`src/rtl/fetch_pkg.sv`:
```
// Shared types and constants for the instruction-fetch stage.
package fetch_pkg;

    localparam int INSTR_W      = 32;
    localparam int PC_STEP      = 4;
    localparam int DEFAULT_XLEN = 32;

    // Canonical no-op (addi x0, x0, 0) for any consumer that needs a bubble filler.
    localparam logic [INSTR_W-1:0] NOP_INSTR = 32'h0000_0013;

    // One fetched instruction together with the PC it was fetched from.
    typedef struct packed {
        logic [DEFAULT_XLEN-1:0] pc;
        logic [INSTR_W-1:0]      instr;
    } fetch_entry_t;

    // True when a byte address is not word aligned.
    function automatic logic misaligned(input logic [1:0] low_bits);
        return (low_bits != 2'b00);
    endfunction

endpackage

```
`src/rtl/fetch_checker.sv`:
```
// Structural invariants of the fetch sequencer: the queue is never pushed while
// full without a matching pop, and queued plus in-flight entries never exceed DEPTH.
module fetch_checker #(
    parameter int  DEPTH = 2,
    localparam int CNT_W = $clog2(DEPTH + 1)
) (
    input logic             clk,
    input logic             reset_n,
    input logic             push,
    input logic             pop,
    input logic             full,
    input logic [CNT_W-1:0] count,
    input logic             inflight
);

    localparam int OCC_W = CNT_W + 1;

    logic [OCC_W-1:0] occ_s;

    assign occ_s = OCC_W'(count) + OCC_W'(inflight);

    a_no_overflow: assert property (@(posedge clk) disable iff (!reset_n)
        !(push && full && !pop));

    a_occupancy_bound: assert property (@(posedge clk) disable iff (!reset_n)
        (occ_s <= OCC_W'(DEPTH)));

endmodule

```
`src/rtl/fetch_queue.sv`:
```
// Synchronous FIFO holding fetched {pc, instr} entries in program order.
// Pointers wrap modulo DEPTH, so DEPTH does not have to be a power of two.
// Flush empties the queue and takes priority over push and pop.
module fetch_queue
    import fetch_pkg::*;
#(
    parameter int  DEPTH   = 2,
    parameter type entry_t = fetch_entry_t,
    localparam int CNT_W   = $clog2(DEPTH + 1)
) (
    input  logic             clk,
    input  logic             reset_n,
    input  logic             flush,
    input  logic             push,
    input  entry_t           push_data,
    input  logic             pop,
    output entry_t           head,
    output logic [CNT_W-1:0] count,
    output logic             empty,
    output logic             full
);

    localparam int PTR_W = (DEPTH > 1) ? $clog2(DEPTH) : 1;

    entry_t           mem_r [DEPTH];
    logic [PTR_W-1:0] rd_ptr_r;
    logic [PTR_W-1:0] wr_ptr_r;
    logic [CNT_W-1:0] count_r;
    logic             pop_ok_s;
    logic             push_ok_s;

    // Advance a pointer, wrapping at DEPTH rather than at a power of two.
    function automatic logic [PTR_W-1:0] ptr_next(input logic [PTR_W-1:0] ptr);
        if (ptr == PTR_W'(DEPTH - 1)) begin
            return {PTR_W{1'b0}};
        end else begin
            return ptr + PTR_W'(1);
        end
    endfunction

    assign empty = (count_r == {CNT_W{1'b0}});
    assign full  = (count_r == CNT_W'(DEPTH));
    assign count = count_r;
    assign head  = mem_r[rd_ptr_r];

    // A pop needs a valid head; a push into a full queue only succeeds when the head leaves.
    always_comb begin
        pop_ok_s  = pop & ~flush & ~empty;
        push_ok_s = push & ~flush & (~full | pop_ok_s);
    end

    // Entry storage; cleared on reset so the head reads as zero while reset is held.
    always_ff @(posedge clk or negedge reset_n) begin
        if (!reset_n) begin
            for (int i = 0; i < DEPTH; i++) begin
                mem_r[i] <= '0;
            end
        end else if (push_ok_s) begin
            mem_r[wr_ptr_r] <= push_data;
        end
    end

    // Read/write pointers and occupancy count.
    always_ff @(posedge clk or negedge reset_n) begin
        if (!reset_n) begin
            rd_ptr_r <= {PTR_W{1'b0}};
            wr_ptr_r <= {PTR_W{1'b0}};
            count_r  <= {CNT_W{1'b0}};
        end else if (flush) begin
            rd_ptr_r <= {PTR_W{1'b0}};
            wr_ptr_r <= {PTR_W{1'b0}};
            count_r  <= {CNT_W{1'b0}};
        end else begin
            if (push_ok_s) begin
                wr_ptr_r <= ptr_next(wr_ptr_r);
            end
            if (pop_ok_s) begin
                rd_ptr_r <= ptr_next(rd_ptr_r);
            end
            count_r <= count_r + CNT_W'(push_ok_s) - CNT_W'(pop_ok_s);
        end
    end

endmodule

```
`src/rtl/fetch_unit.sv`:
```
// Instruction-fetch stage: PC register, PC+4 sequencer, synchronous IMEM
// request port and an output queue feeding decode in program order.
// Supports decode back-pressure (if_valid/if_ready) and redirects that flush
// everything fetched so far and restart at a new PC.
module fetch_unit
    import fetch_pkg::*;
#(
    parameter int               XLEN     = 32,
    parameter logic [XLEN-1:0]  RESET_PC = {XLEN{1'b0}},
    parameter int               DEPTH    = 2
) (
    input  logic                clk,
    input  logic                reset_n,
    input  logic                redirect_valid,
    input  logic [XLEN-1:0]     redirect_pc,
    output logic                imem_req_valid,
    output logic [XLEN-1:0]     imem_req_addr,
    input  logic [INSTR_W-1:0]  imem_rsp_data,
    output logic                if_valid,
    input  logic                if_ready,
    output logic [XLEN-1:0]     if_pc,
    output logic [INSTR_W-1:0]  if_instr,
    output logic                misalign_err
);

    localparam int CNT_W = $clog2(DEPTH + 1);
    localparam int OCC_W = CNT_W + 1;

    // Queue entry sized for this instance's address width.
    typedef struct packed {
        logic [XLEN-1:0]    pc;
        logic [INSTR_W-1:0] instr;
    } entry_w_t;

    logic [XLEN-1:0]  pc_r;
    logic [XLEN-1:0]  req_pc_r;
    logic             inflight_r;
    logic             misalign_err_r;

    entry_w_t         push_entry_s;
    entry_w_t         q_head_s;
    logic [CNT_W-1:0] q_count_s;
    logic             q_empty_s;
    logic             q_full_s;
    logic             push_s;
    logic             pop_s;
    logic             if_valid_s;
    logic             issue_s;
    logic [OCC_W-1:0] occ_s;

    // Handshake, issue and push decisions. Redirect suppresses issue, push and
    // pop in the same cycle. The issue test counts slots that will still be
    // taken after this cycle's pop, so the queue can never overflow. Issue is
    // also held off while reset is asserted so the strobe drops immediately.
    always_comb begin
        if_valid_s          = ~q_empty_s & ~redirect_valid;
        pop_s               = if_valid_s & if_ready;
        occ_s               = OCC_W'(q_count_s) + OCC_W'(inflight_r) - OCC_W'(pop_s);
        issue_s             = reset_n & ~redirect_valid & (occ_s < OCC_W'(DEPTH));
        push_s              = inflight_r & ~redirect_valid;
        push_entry_s.pc     = req_pc_r;
        push_entry_s.instr  = imem_rsp_data;
    end

    assign imem_req_valid = issue_s;
    assign imem_req_addr  = pc_r;
    assign if_valid       = if_valid_s;
    assign if_pc          = q_head_s.pc;
    assign if_instr       = q_head_s.instr;
    assign misalign_err   = misalign_err_r;

    // PC sequencer: redirect loads the word-aligned target, otherwise each
    // issue advances by one instruction (wrapping silently at the top of the
    // address space) and remembers which PC the pending response belongs to.
    always_ff @(posedge clk or negedge reset_n) begin
        if (!reset_n) begin
            pc_r       <= RESET_PC;
            req_pc_r   <= {XLEN{1'b0}};
            inflight_r <= 1'b0;
        end else if (redirect_valid) begin
            pc_r       <= {redirect_pc[XLEN-1:2], 2'b00};
            inflight_r <= 1'b0;
        end else if (issue_s) begin
            pc_r       <= pc_r + XLEN'(PC_STEP);
            req_pc_r   <= pc_r;
            inflight_r <= 1'b1;
        end else begin
            inflight_r <= 1'b0;
        end
    end

    // Sticky flag: set by any redirect to a target that is not word aligned.
    always_ff @(posedge clk or negedge reset_n) begin
        if (!reset_n) begin
            misalign_err_r <= 1'b0;
        end else if (redirect_valid && misaligned(redirect_pc[1:0])) begin
            misalign_err_r <= 1'b1;
        end
    end

    fetch_queue #(
        .DEPTH   (DEPTH),
        .entry_t (entry_w_t)
    ) u_queue (
        .clk       (clk),
        .reset_n   (reset_n),
        .flush     (redirect_valid),
        .push      (push_s),
        .push_data (push_entry_s),
        .pop       (pop_s),
        .head      (q_head_s),
        .count     (q_count_s),
        .empty     (q_empty_s),
        .full      (q_full_s)
    );

    fetch_checker #(
        .DEPTH (DEPTH)
    ) u_checker (
        .clk      (clk),
        .reset_n  (reset_n),
        .push     (push_s),
        .pop      (pop_s),
        .full     (q_full_s),
        .count    (q_count_s),
        .inflight (inflight_r)
    );

endmodule

```
`config.mk`:
```
export PLATFORM = sky130hd
export DESIGN_NAME = fetch_unit
export DESIGN_NICKNAME = d
export VERILOG_FILES = /design/src/rtl/fetch_pkg.sv /design/src/rtl/fetch_checker.sv /design/src/rtl/fetch_queue.sv /design/src/rtl/fetch_unit.sv
export SDC_FILE = /design/constraint.sdc
export NUM_CORES = 1
export LEC_CHECK = 0
export CELL_PAD_IN_SITES_DETAIL_PLACEMENT = 1
export CELL_PAD_IN_SITES_GLOBAL_PLACEMENT = 1
export CORE_MARGIN = 5
export CORE_UTILIZATION = 45
export CTS_CLUSTER_SIZE = 20
export DETAILED_ROUTE_END_ITERATION = 12
export PLACE_DENSITY_LB_ADDON = 0.1
export RECOVER_POWER = 100
export SYNTH_ARGS = -nofsm -noshare
export SYNTH_HDL_FRONTEND = slang
export SYNTH_SLANG_ARGS = --single-unit
```
`constraint.sdc`:
```
create_clock -name clk -period 8.9 [get_ports clk]
set_input_delay 1.78 -clock clk [delete_from_list [all_inputs] [get_ports clk]]
set_output_delay 1.78 -clock clk [all_outputs]
set_load 0.01 [all_outputs]
```
# After elaboration in Yosys (flattened, before gate mapping)
# Cells that the tools add are included.
[word_totals]
reg_bits = 198
inputBits = 68
out_inout_bits = 99
elab_cells = 63
[classes]
add_sub_neg = 7
magnitude_cmp = 4
n_eq_ne = 1
n_mux = 17
bitwise = 15
n_reduce_logical = 8
[ops]
columns = ["op", "count"]
rows = [
  ["64-bit two-way mux", 4],
  ["128-bit bitwise mux", 1],
  ["64-bit demux with 1-bit select", 1],
  ["32-bit two-way mux", 2],
  ["32-bit by 3-bit adder with 32-bit output (second input constant)", 1],
  ["1-bit AND", 9],
  ["1-bit two-way mux", 8],
  ["2-bit nonzero test", 4],
  ["2-bit >= comparator (second input constant)", 2],
  ["1-bit NOT with 2-bit output", 2],
  ["2-bit by 1-bit adder with 3-bit output", 1],
  ["3-bit by 2-bit less-than comparator with 1-bit output (second input constant)", 1],
  ["1-bit NOT", 3],
  ["3-bit by 1-bit subtractor with 3-bit output", 1],
  ["1-bit adder (second input constant)", 2],
  ["2-bit by 1-bit adder with 2-bit output", 1],
  ["2-bit equality test (second input constant)", 1],
  ["1-bit logical AND", 2],
  ["2-bit zero test", 1],
  ["2-bit by 1-bit less-than comparator with 1-bit output (second input constant)", 1],
  ["2-bit two-way mux", 1],
  ["2-bit AND reduction", 1],
  ["2-bit by 1-bit subtractor with 2-bit output", 1],
  ["1-bit bitwise OR", 1],
]

# Depth between registers and ports, before layout
# Gate-level depths: netlist of run 1.
[logic_depth]
ltp_word = 11
ltp_mapped = 13
mapped_depth_nobuf = 11

# By module
# A second synthesis of run 1 with hierarchy kept.
[hier_totals]
cells_unflattened = 729
hier_area_um2 = 9277.6
[by_module_without_submodules]
columns = ["module", "instances", "cells_per_inst", "area_each_um2", "seq_area_each_um2"]
rows = [
  ["fetch_queue", 1, 366, 5984.5, 3303.2],
  ["fetch_unit", 1, 363, 3293.2, 1551.5],
]

# Least setup slack after synthesis of run 1
# Ideal clock, no wire load.
[synth_path]
path_kind = "input port to output port"
startpoint = "in redirect_valid"
endpoint = "out imem_req_valid"
t_arrival_ns = 4.135
t_required_ns = 7.120
setup_slack_ns = 2.985
path_stages = 11
n_path_buf = 3
path_cell_list = "clkbuf_1 -> a21oi_1 -> and2_1 -> ha_1 -> nand2b_1 -> fa_1 -> xnor2_1 -> nand2_1 -> inv_1 -> buf_2 -> buf_2"
[synth_between]
elab_chain_len = 6
word_cells_on_any_way = 7
cone_classes = "add/sub (1); order compare (1); bitwise (5)"
[synth_rtl]
columns = ["element", "line", "rtl"]
rows = [
  ["start: declaration", "fetch_unit.sv:14", "input logic redirect_valid,"],
  ["1-bit NOT (no source line)", "-", ""],
  ["1-bit AND", "fetch_unit.sv:56", "if_valid_s = ~q_empty_s & ~redirect_valid;"],
  ["via if_valid", "fetch_unit.sv:19", "output logic if_valid,"],
  ["1-bit AND", "fetch_unit.sv:57", "pop_s = if_valid_s & if_ready;"],
  ["3-bit by 1-bit subtractor with 3-bit output", "fetch_unit.sv:58", "occ_s = OCC_W'(q_count_s) + OCC_W'(inflight_r) - OCC_W'(pop_s);"],
  ["3-bit by 2-bit less-than comparator with 1-bit output", "fetch_unit.sv:59", "issue_s = reset_n & ~redirect_valid & (occ_s < OCC_W'(DEPTH));"],
  ["1-bit AND", "fetch_unit.sv:59", ""],
  ["end: declaration", "fetch_unit.sv:16", "output logic imem_req_valid,"],
]
# The timed path passes the listed nets, and every way through them passes these cells.

# Worst setup path after layout of run 1
[layout_path]
startpoint = "in redirect_valid"
endpoint = "out imem_req_valid"
[layout_between]
elab_chain_len = 6
word_cells_on_any_way = 7
cone_classes = "add/sub (1); order compare (1); bitwise (5)"
[layout_rtl]
columns = ["element", "line"]
rows = [
  ["1-bit NOT (no source line) (*)", "-"],
  ["1-bit AND", "fetch_unit.sv:56"],
  ["1-bit AND", "fetch_unit.sv:57"],
  ["3-bit by 1-bit subtractor with 3-bit output", "fetch_unit.sv:58"],
  ["3-bit by 2-bit less-than comparator with 1-bit output", "fetch_unit.sv:59"],
  ["1-bit AND (*)", "fetch_unit.sv:59"],
]
# Mark *: on every way between the ends. The rest lies on a longest branch, timed or not.

==> results of run 1 <==
-- cell families after synthesis --
group                    synth area share
AND/OR/NAND/NOR                     0.110
flip-flops                          0.543
multiplexers                        0.242
AO/OA/AOI/OAI                      0.0626
buffers and inverters              0.0286
adder cells (fa/ha/maj)           0.00801
XOR/XNOR                          0.00501
other                            0.000429
-- per-stage QoR --
step,cells,total power (W)
6_report,1143,0.00326
3_5_place_dp,1111,0.00262
4_1_cts,1143,0.00337
2_1_floorplan,721,0.00202
3_3_place_gp,1111,0.00254
5_1_grt,1143,0.00345
-- cell usage in the layout (no fill, tap or decap), types with 3 or more instances in the layout --
| cell type | n |
|---|---|
| dfrtp_1 | 190 |
| inv_6 | 6 |
| conb_1 | 4 |
| or3_1 | 3 |
| nand3_2 | 3 |
| clkbuf_8 | 4 |
| nor2_1 | 10 |
| mux2_2 | 177 |
| inv_1 | 13 |
| a221o_1 | 3 |
| nand2_1 | 110 |
| nor4_1 | 4 |
| and2_1 | 11 |
| a21o_1 | 3 |
| mux2_1 | 10 |
| or4_1 | 4 |
| o211ai_1 | 11 |
| ha_1 | 4 |
| or2_2 | 4 |
| xnor2_1 | 3 |
| and3_1 | 3 |
| clkdlybuf4s50_1 | 70 |
| a311oi_1 | 3 |
| o311ai_0 | 9 |
| nor3_1 | 8 |
| a211o_1 | 7 |
| dlygate4sd3_1 | 91 |
| o21ai_0 | 13 |
| a21oi_1 | 3 |
| clkbuf_16 | 17 |
| nand3_1 | 13 |
| a31oi_1 | 4 |
| a22oi_1 | 5 |
| nand4_1 | 13 |
| clkbuf_1 | 6 |
-- layout make-up --
type / instances / area [sq um] / share of cell area
sequential: 190 / 4750 / 0.428
multi-input combinational: 474 / 3750 / 0.338
timing repair buffer: 169 / 1660 / 0.149
clock buffer: 20 / 467 / 0.0420
tap: 265 / 332 / 0.0299
clock inverter: 12 / 97.6 / 0.00879
inverter: 13 / 48.8 / 0.00439
-- worst max-delay path, stage by stage --
cell and delay, ns:
dlygate4sd3_1 0.55, buf_4 0.40, a21oi_1 0.13, and2_0 0.19, ha_1 0.26, nand2b_1 0.16
fa_1 0.42, xnor2_1 0.47, nand2_2 0.11, inv_1 0.14, dlygate4sd3_1 0.62
-- flip-flops by register name, indices dropped and copies added (netlist names) --
register and cells:
imem_req_addr 30, inflight_r 1, misalign_err 1, req_pc_r 30, u_queue.count 2, u_queue.mem_r 124, u_queue.rd_ptr_r 1, u_queue.wr_ptr_r 1
-- worst paths after layout --
check | startpoint | endpoint | slack [ns] | cells past startpoint
setup / recovery | redirect_valid | imem_req_valid | 1.88 | 11
hold / removal | u_queue.mem_r[90]$_DFFE_PN0P_ | u_queue.mem_r[90]$_DFFE_PN0P_ | 0.49 | 1
setup reg to reg | u_queue.count[1]$_DFF_PN0_ | imem_req_addr[13]$_DFFE_PN0P_ | 4.10 | 11
hold reg to reg | u_queue.mem_r[90]$_DFFE_PN0P_ | u_queue.mem_r[90]$_DFFE_PN0P_ | 0.49 | 1
max in group asynchronous | reset_n | u_queue.mem_r[37]$_DFFE_PN0P_ | 3.24 | 2
min in group asynchronous | reset_n | u_queue.mem_r[4]$_DFFE_PN0P_ | 1.34 | 1
-- power breakdown --
| group | switching (W) | internal [W] | total, W |
|---|---|---|---|
| clock network | 0.000350 | 0.000387 | 0.000737 |
| registers | 0.000219 | 0.00120 | 0.00142 |
| logic | 0.000455 | 0.000646 | 0.00110 |
-- layer usage --
layer,GRT usage,wire length [um],vias to the layer above
li1,-,-,2861
met4,0.0645,424,0
met1,0.275,9830,3244
met5,0,0,-
met3,0.0415,1030,34
met2,0.370,11700,172
==> impl_metrics.py, run 1 <==
metrics = {
    "status": {
        "status": "finished with violations",
        "violations": "capacitance limit, slew limit",
    },
    "routing": {
        "vias": 6311,
        "wirelength_um": 23000,
        "initialDrtViolationCount": 320,
        "first_pass_iters": 4,
        "wire_per_inst_um": 20.1,
        "drc": 0,
        "ant_nets": 0,
        "vias_per_cell": 5.52,
    },
    "final_layout": {
        "design_area_sq_um": 11100,
        "drive_gt1_frac": 0.253,
        "area_delta_synth_final_pct": 26.9,
        "n_fill_cell": 1971,
        "layout.nets": 938,
        "utilization": 0.576,
        "n_antenna_cell": 0,
    },
    "run": {
        "maxCapViolations": 7,
    },
    "sta": {
        "whs_ns": 0.487,
        "max_slew_margin": -1.74,
        "skew_ns": 0.0142,
        "setup_ws_ns": 1.88,
        "setup_tns_ns": 0,
        "setup_viol": 0,
        "finalCriticalPeriod_ns": 7.02,
        "rsz0062_at_grt": "no",
        "min_period_over_period": 0.789,
        "maxSlewViolCount": 394,
        "hold_viol": 0,
        "fmax_ghz": 0.142,
        "worstMarginPinSlew_ns": 4.11,
    },
    "placement": {
        "dpl-instance-area_sq_um": 10600,
        "port-buffer-count": 162,
        "pre_cts_slack_ns": 2.03,
        "place_congestion": 0.897,
        "dp_hpwl_um": 15800,
    },
    "synthesis": {
        "synth_top_area_share": 0.543,
        "synthArstFlopShare": 1.00,
        "synthTopCellsByArea": "dfrtp_1 (54%), mux2_2 (23%), nand2_1 (4.8%), buf_2 (0.97%), clkbuf_1 (0.94%)",
        "yosysMostFrequentCell": "dfrtp_1",
        "ys_warn_count": 0,
        "synth_cells": 718,
        "syn_avg_cell_area_sq_um": 12.2,
        "synth_edf_count": 0,
        "syn_area_sq_um": 8750,
        "yosysUniqueCellTypes": 54,
        "synth_top_cell_by_area": "dfrtp_1",
        "ys_seq_area_frac": 0.543,
        "synth_common_cells": "dfrtp_1 (190), mux2_2 (181), nand2_1 (111), clkbuf_1 (22), buf_2 (17)",
        "yosys_register_bits": 190,
        "ys.flop_type": "dfrtp_1",
    },
    "grt": {
        "track_usage": 0.214,
        "overflow": 0,
        "antenna_found_initial": 0,
        "grt_first_pass_wirelength_um": 38200,
        "grt_max_degree": 78,
        "first_global_vias": 7273,
    },
    "setup_path": {
        "crit_required_ns": 7.12,
        "arrival_ns": 5.24,
        "crit_type": "primary input to output pin",
        "end_kind": "output pin",
        "cp-start-kind": "primary input",
        "path_max_fanout": 43,
    },
    "die": {
        "coreArea_sq_um": 19300,
        "fp.dieW_um": 149,
        "rows": 51,
        "ios": 167,
        "die_area_sq_um": 22300,
        "die_h_um": 149,
        "start_util": 0.454,
    },
    "clock_tree": {
        "clk_latency_ns": 0.44,
        "cts_buffer_depth": 2,
        "cts_resized": 0,
        "root_buffer": "clkbuf_16",
        "post_cts_buffers": 0,
        "postCtsHoldBufs": 0,
        "cts_tree": "yes",
        "cts.clk_slew.worst_paths_ns": 0.08,
        "numCtsBuffers": 17,
        "cts-htree-levels": 4,
        "cts_sinks": 190,
    },
    "power": {
        "leakage_nw": 4.96,
        "max-vdd-ir-drop_mv": 0.154,
        "power_density_nw_per_um2": 293,
    },
    "min_path": {
        "hold_class": "flop to flop",
    },
}
Power figures use the tool's default switching activity.
==> run 2: changes to the inputs <==
--- a/config.mk
+++ b/config.mk
@@ -8,7 +8,7 @@
 export CELL_PAD_IN_SITES_DETAIL_PLACEMENT = 1
 export CELL_PAD_IN_SITES_GLOBAL_PLACEMENT = 1
 export CORE_MARGIN = 5
-export CORE_UTILIZATION = 45
+export CORE_UTILIZATION = 38
 export CTS_CLUSTER_SIZE = 20
 export DETAILED_ROUTE_END_ITERATION = 12
 export PLACE_DENSITY_LB_ADDON = 0.1
==> constraint.sdc (replaced) <==
create_clock -name clk -period 5.76 [get_ports clk]
set_input_delay 1.152 -clock clk [delete_from_list [all_inputs] [get_ports clk]]
set_output_delay 1.152 -clock clk [all_outputs]
set_load 0.01 [all_outputs]
==> impl_metrics.py, run 2 (synthesis results as in run 1) <==
metrics = {
    "status": {
        "status": "finished with violations",
        "violations": "capacitance limit, slew limit",
    },
    "sta": {
        "skew_ns": 0.00687,
        "setup_viol": 0,
        "worstMarginPinSlew_ns": 2.72,
        "finalCriticalPeriod_ns": 5.28,
        "max_slew_margin": -0.812,
        "setup_tns_ns": 0,
        "rsz0062_at_grt": "no",
        "maxSlewViolCount": 212,
        "fmax_ghz": 0.189,
        "min_period_over_period": 0.916,
        "hold_viol": 0,
    },
    "die": {
        "ios": 167,
        "die_area_sq_um": 26200,
        "rows": 55,
        "fp.dieW_um": 162,
        "die_h_um": 162,
        "coreArea_sq_um": 22600,
        "start_util": 0.386,
    },
    "clock_tree": {
        "cts.clk_slew.worst_paths_ns": 0.07,
        "cts-htree-levels": 4,
        "postCtsHoldBufs": 0,
        "numCtsBuffers": 17,
        "clk_latency_ns": 0.43,
        "cts_tree": "yes",
        "cts_buffer_depth": 2,
        "cts_sinks": 190,
        "post_cts_buffers": 0,
        "cts_resized": 0,
        "root_buffer": "clkbuf_16",
    },
    "power": {
        "clock_power_share": 0.241,
        "p_sw_w": 0.00157,
        "p_int_w": 0.00355,
        "leakage_nw": 5.01,
        "max-vdd-ir-drop_mv": 0.181,
        "power_frac_comb": 0.329,
        "power_density_nw_per_um2": 457,
        "switching_share": 0.307,
        "seqPwrFrac": 0.430,
    },
    "final_layout": {
        "n_antenna_cell": 0,
        "drive_gt1_frac": 0.259,
        "regMostFlops": "u_queue.mem_r",
        "layout.nets": 939,
        "largest_reg_flops": 124,
        "area_delta_synth_final_pct": 28.3,
        "layout_common_cells": "dfrtp_1 (190), mux2_2 (176), nand2_1 (109), dlygate4sd3_1 (88), clkdlybuf4s50_1 (73)",
        "utilization": 0.496,
        "final_common_cell": "dfrtp_1",
    },
    "routing": {
        "drc": 0,
        "vias": 6239,
        "ant_nets": 0,
        "vias_per_cell": 5.36,
        "wirelength_um": 23600,
        "wire_per_inst_um": 20.3,
        "initialDrtViolationCount": 388,
        "first_pass_iters": 4,
    },
    "grt": {
        "grt_first_pass_wirelength_um": 39100,
        "antenna_found_initial": 0,
        "grt_max_degree": 75,
        "track_usage": 0.185,
        "overflow": 0,
        "first_global_vias": 7030,
    },
    "run": {
        "maxCapViolations": 4,
    },
    "setup_path": {
        "crit_type": "primary input to output pin",
        "end_kind": "output pin",
        "arrival_ns": 4.13,
        "cp-start-kind": "primary input",
        "path_max_fanout": 42,
        "crit_required_ns": 4.61,
        "r2r_slack_ns": 1.93,
    },
    "placement": {
        "dp_hpwl_um": 16300,
        "place_congestion": 0.805,
        "port-buffer-count": 162,
    },
    "min_path": {
        "hold_class": "flop to flop",
    },
}
==> run 2: cell types whose count changed in the layout (fill, tap and decap cells not counted), sizes merged <==
cell,change
bufinv,+3
clkdlybuf4s50,+3
dlygate4sd3,-3
buf,+1
clkbuf,-1
clkinv,-1
inv,-1
==> run 2: worst max-delay path, stage by stage <==
cell and delay (ns):
dlygate4sd3_1 0.61, clkbuf_1 1.38, and3b_1 0.34, nand2_2 0.08
inv_1 0.07, clkdlybuf4s50_1 0.49
==> run 2: worst paths after layout <==
path | cells after the start | from | end
hold reg to reg | 1 | misalign_err$_DFFE_PN0P_ | misalign_err$_DFFE_PN0P_
setup reg to reg | 11 | u_queue.count[1]$_DFF_PN0_ | imem_req_addr[12]$_DFFE_PN0P_
max in group asynchronous | 2 | reset_n | u_queue.mem_r[17]$_DFFE_PN0P_
setup / recovery | 6 | redirect_valid | imem_req_valid
hold / removal | 1 | misalign_err$_DFFE_PN0P_ | misalign_err$_DFFE_PN0P_
min in group asynchronous | 1 | reset_n | u_queue.mem_r[69]$_DFFE_PN0P_
==> run 2: stage by stage <==
step / hold WS (ns) / power, W / worst slack [ns] / cells / area [sq um]
5_1_grt: 0.504 / 0.00546 / 0.305 / 1164 / 11200
2_1_floorplan: 0.454 / 0.00312 / 1.10 / 721 / 8760
6_report: 0.475 / 0.00513 / 0.481 / 1164 / 11200
3_3_place_gp: 0.455 / 0.00395 / 0.783 / 1132 / 10600
3_5_place_dp: 0.465 / 0.00407 / 0.722 / 1132 / 10600
4_1_cts: 0.488 / 0.00533 / 0.716 / 1164 / 11300
==> run 2: routing by layer <==
metal	vias to the layer above	share of wire	wire [um]	global-route usage
met5	-	0	0	0
met4	0	0.010	236	0.0392
met3	20	0.048	1140	0.0393
met2	167	0.48	11400	0.307
met1	3184	0.46	10800	0.253
li1	2868	-	-	-
==> run 2: final cells by class <==
class	instances	area, sq um
fillers	2335	11400
flip-flops and latches	190	4750
multi-input cells	474	3760
repair buffers	170	1680
clock buffers	19	443
well taps	285	357
clock inverters	13	176
inverters	13	48.8
==> run 2: power by group through the flow <==
| stage | sequential [W] | combinational [W] | clock (W) |
|---|---|---|---|
| 2_1_floorplan | 0.00209 | 0.00102 | 0 |
| 3_3_place_gp | 0.00218 | 0.00177 | 0 |
| 3_5_place_dp | 0.00224 | 0.00183 | 0 |
| 4_1_cts | 0.00221 | 0.00184 | 0.00128 |
| 5_1_grt | 0.00228 | 0.00185 | 0.00133 |
| 6_report | 0.00221 | 0.00169 | 0.00123 |
